## config.mk

```make
export PLATFORM = sky130hd
export DESIGN_NAME = score_bar_multi
export DESIGN_NICKNAME = d
export VERILOG_FILES = /design/src/rtl/score_bar_multi.sv
export SDC_FILE = /design/constraint.sdc
export NUM_CORES = 1
export LEC_CHECK = 0
export CAP_MARGIN = 20
export CORE_MARGIN = 2
export CORE_UTILIZATION = 29
export CTS_CLUSTER_SIZE = 40
export DETAILED_ROUTE_END_ITERATION = 12
export PLACE_DENSITY = 0.59
export SKIP_LAST_GASP = 1
export SLEW_MARGIN = 20
export SYNTH_ARGS = -nofsm -noshare
export SYNTH_HDL_FRONTEND = slang
export SYNTH_SLANG_ARGS = --single-unit
```

## constraint.sdc

```tcl
create_clock -name clk -period 1.9 [get_ports clk]
set_input_delay 0.38 -clock clk [delete_from_list [all_inputs] [get_ports clk]]
set_output_delay 0.38 -clock clk [all_outputs]
set_load 0.05 [all_outputs]
```

## src/rtl/score_bar_multi.sv

```systemverilog
// score_bar_multi: per-player button debounce, point counting, LED bar and first-to-win latch
// Ports:
//   clk, rst_n      - rising-edge clock, asynchronous active-low reset
//   btn_n           - raw active-low player buttons, asynchronous to clk
//   enable          - presses counted when 1, dropped when 0
//   clear           - synchronous round clear (scores and winner)
//   score           - per-player score, player i at [i*SCORE_W +: SCORE_W]
//   led_bar         - per-player thermometer bar, player i at [i*LED_W +: LED_W]
//   win_valid       - a winner has been latched; scoring is frozen
//   winner_id       - index of the latched winner
module score_bar_multi #(
  parameter int N_PLAYERS  = 2,
  parameter int ID_W       = 2,
  parameter int SCORE_W    = 4,
  parameter int MAX_SCORE  = 10,
  parameter int WIN_SCORE  = 5,
  parameter int LED_W      = 5,
  parameter int DEB_CYCLES = 4,
  parameter bit WRAP_MODE  = 1'b1
) (
  input  logic                         clk,
  input  logic                         rst_n,
  input  logic [N_PLAYERS-1:0]         btn_n,
  input  logic                         enable,
  input  logic                         clear,
  output logic [N_PLAYERS*SCORE_W-1:0] score,
  output logic [N_PLAYERS*LED_W-1:0]   led_bar,
  output logic                         win_valid,
  output logic [ID_W-1:0]              winner_id
);
  localparam int CW = $clog2(DEB_CYCLES + 1);
  logic [N_PLAYERS-1:0] sync1_q, sync2_q, stable_q, stable_d, press_q, press_d;
  logic [CW-1:0]        cnt_q [N_PLAYERS];
  logic [CW-1:0]        cnt_d [N_PLAYERS];
  logic [SCORE_W-1:0]   score_q [N_PLAYERS];
  logic [SCORE_W-1:0]   score_d [N_PLAYERS];
  logic [SCORE_W-1:0]   nxt [N_PLAYERS];
  logic                 win_q, win_d;
  logic [ID_W-1:0]      id_q, id_d;
  // Debounce: stable follows sync2 on the DEB_CYCLES-th consecutive mismatching cycle,
  // and the press pulse is registered on that same edge so it lines up with stable.
  always_comb begin
    for (int i = 0; i < N_PLAYERS; i++) begin
      stable_d[i] = stable_q[i];
      cnt_d[i]    = '0;
      if (sync2_q[i] != stable_q[i]) begin
        stable_d[i] = (cnt_q[i] == CW'(DEB_CYCLES - 1)) ? sync2_q[i] : stable_q[i];
        cnt_d[i]    = (cnt_q[i] == CW'(DEB_CYCLES - 1)) ? '0 : cnt_q[i] + 1'b1;
      end
      press_d[i] = stable_q[i] & ~stable_d[i];
    end
  end
  // Descending scan so the lowest index reaching WIN_SCORE is the one latched.
  always_comb begin
    win_d = win_q;
    id_d  = id_q;
    for (int i = N_PLAYERS - 1; i >= 0; i--) begin
      nxt[i] = (score_q[i] == SCORE_W'(MAX_SCORE)) ? (WRAP_MODE ? '0 : score_q[i]) : score_q[i] + 1'b1;
      score_d[i] = (press_q[i] && enable && !win_q) ? nxt[i] : score_q[i];
      if (press_q[i] && enable && !win_q && WIN_SCORE != 0 && nxt[i] == SCORE_W'(WIN_SCORE)) begin
        win_d = 1'b1;
        id_d  = ID_W'(i);
      end
      score_d[i] = clear ? '0 : score_d[i];
    end
    win_d = clear ? 1'b0 : win_d;
    id_d  = clear ? '0 : id_d;
  end
  always_ff @(posedge clk or negedge rst_n) begin
    if (!rst_n) begin
      sync1_q  <= '1;
      sync2_q  <= '1;
      stable_q <= '1;
      press_q  <= '0;
      win_q    <= 1'b0;
      id_q     <= '0;
      for (int i = 0; i < N_PLAYERS; i++) begin
        cnt_q[i]   <= '0;
        score_q[i] <= '0;
      end
    end else begin
      sync1_q  <= btn_n;
      sync2_q  <= sync1_q;
      stable_q <= stable_d;
      press_q  <= press_d;
      win_q    <= win_d;
      id_q     <= id_d;
      for (int i = 0; i < N_PLAYERS; i++) begin
        cnt_q[i]   <= cnt_d[i];
        score_q[i] <= score_d[i];
      end
    end
  end
  for (genvar g = 0; g < N_PLAYERS; g++) begin : g_out
    assign score[g*SCORE_W +: SCORE_W] = score_q[g];
    for (genvar j = 0; j < LED_W; j++) begin : g_led
      assign led_bar[g*LED_W + j] = 32'(score_q[g]) > j;
    end
  end
  assign win_valid = win_q;
  assign winner_id = id_q;
endmodule

```

==> results of run 1 <==
==> synth_stat cells (3+ instances only) <==
master / number
nor2b_1: 7
dfrtp_1: 18
nor3b_1: 4
nor2_1: 7
and3b_1: 3
dfstp_2: 6
xnor2_1: 3
a21oi_1: 6
o21ai_0: 8
buf_2: 3
or3_1: 5
nand2b_1: 4
==> cells by family after synthesis <==
kind of cell	share of synthesized area
other	0.00331
adders and majority gates	0.0221
and+or+nand+nor	0.258
buffers and inverters	0.0331
xor gates and xnor gates	0.0309
DFF	0.536
muxes	0.0287
AOI/OAI and AO/OA	0.0872
==> worst paths after layout <==
check / endpoint
worst max-delay path: led_bar[0]
worst min-delay path: sync2_q[1]$_DFF_PN1_
worst max register to register: winner_id[0]$_DFFE_PN0P_
worst min register to register: sync2_q[1]$_DFF_PN1_
max in group asynchronous: stable_q[0]$_DFF_PN1_
min in group asynchronous: score[0]$_DFFE_PN0P_
==> layer usage <==
metal	vias to the layer above	GRT usage	part of all wire
li1	410	-	-
met1	421	0.127	0.40
met2	31	0.186	0.53
met3	2	0.0355	0.060
met4	0	0.0383	0.0082
met5	-	0	0
==> power by group through the flow <==
stage               clock (mW)  sequential [mW]  combinational [mW]
finish                   0.441            0.634               0.174
detailed placement           0            0.646               0.178
global placement             0            0.640               0.170
floorplan                    0            0.636               0.132
global route             0.488            0.643               0.204
CTS                      0.457            0.636               0.179
==> flip-flops by register name, indices dropped and copies added (netlist names) <==
register	cells
winner_id	1
win_valid	1
score	8
cnt_q	6
press_q	2
stable_q	2
sync1_q	2
sync2_q	2
==> layout make-up <==
type                            count  share of cell area
Sequential cell                    24               0.402
Multi-Input combinational cell     72               0.331
Timing Repair Buffer               30               0.175
Tap cell                           48              0.0396
Clock buffer                        3              0.0272
Clock inverter                      1              0.0198
Inverter                            2             0.00495
==> repair_timing <==
action / in CTS / in global routing
cloned: 0 / 0
endpoints found under the setup margin: 1 / 2
endpoints found under the hold margin: 0 / 0
gates resized for setup: 1 / 1
buffers inserted: 0 / 2
hold buffers: 0 / 0
==> reports/qor.csv, run 1 <==
metric,value,unit
status,completed,
crit_path_start,score[3]$_DFFE_PN0P_,
min-delay-start,sync1_q[1]$_DFF_PN1_,
clkPwrFrac,0.353,
yosysWarnings,0,
fin_skew,6.32,ps
synthDistinctLibCells,34,
synth_cells,104,
p_int,0.965,mW
syn_avg_cell_area,10.9,um2
cts-buffers-inserted,3,
path_cells,"or2_4, or3_4, buf_4",
antennaDiodeCount,0,
rows,22,
synthesis.nets,112,
grt_max_degree,25,
postRouteAntennaNets,0,
place.gp.congestion,0.766,
worst-path-stages,3,
place_hpwl,1.60,mm
cp.required,1520,ps
cp_slowest_cell,dfrtp_2,
switching_power,0.283,mW
final_common_cell,buf_4,
hold_depth,0,
cts_num_sinks,24,
start_util,0.305,
clock.fmax,0.540,GHz
finish.net_count,141,
hold_viol_final,0,
syn2layout_area_growth,33.9,%
grt_pass1_vias,820,
yosysTopAreaCell,dfrtp_1,
die_h,66.5,um
layout_common_cells,"22 x buf_4, 16 x dfrtp_1, 8 x o21ai_0, 7 x nor2b_1, 7 x nor2_1",
synth_area_leaders,"dfrtp_1 40%, dfstp_2 14%, nor2b_1 3.9%, o21ai_0 3.5%, or3_1 2.8%",
async_flop_share,1.00,
rr_startpoint,win_valid$_DFFE_PN0P_,
cap_violations,0,
die_x,66.5,um
cts_tree,yes,
core_region_area,3720,um2
clk_latency,270,ps
crit_path_start_kind,register,
stdcell_area,1520,um2
path_clk_slew,90,ps
combPwrFrac,0.139,
drive_gt1_frac,0.341,
multiInputGateArea,503,um2
synth_edf_count,0,
holdWs,360,ps
crit_fanout,7,
slew_violations,0,
leakage,0.723,nW
report.power.total,1.25,mW
grt_use_total,0.109,
critPathBufInv,1,
crit_arrival,1470,ps
power.density,822,nW/um2
drtIter0Drc,23,
dieArea,4420,um2
switching_share,0.227,
period_share,0.974,
synthFlopType,dfrtp_1,
path_delay_family,simple AND/OR/NAND/NOR gates,
synth_top_cell_area_share,0.397,
dr_total_vias,864,
antenna_found_initial,0,
final_util,0.408,
vias_per_cell,4.80,
dpl_cell_area,1430,um2
dr.pass1.iters,4,
ff2ff_setup_slack,480,ps
seq_area_frac_synth,0.536,
routed_wl,2.19,mm
io-pin-count,27,
h-tree-depth,1,
placed_cells,174,
cts_buffer_depth,2,
cp-end-kind,output pin,
syn_area,1130,um2
grt-ovfl-total,0,
drc,0,
place_ws,35.8,ps
seqCellArea,611,um2
ys_ff_latch,24,
tns,0,ps
wl_per_cell,12.2,um
min_path_type,reg -> reg,
setup_violations,0,
r2r_cells,3,
max_stage_delay,450,ps
setup_ws,48.7,ps
cts_root_buf,clkbuf_8,
numPortBuffers,25,
final_cells,180,
seq_power_share,0.508,
fin_crit,1850,ps
grt_pass1_wl,3.63,mm
n_fill_cell,366,
path_class,reg -> out,
peakVddDrop,0.755,mV
No activity file was read; power rests on OpenSTA's default activity.
==> run 2, diff against run 1 <==
- SLEW_MARGIN: 20 -> 40
==> results of run 2 <==
No change in the layout: final DEF, timing and power equal those of run 1.
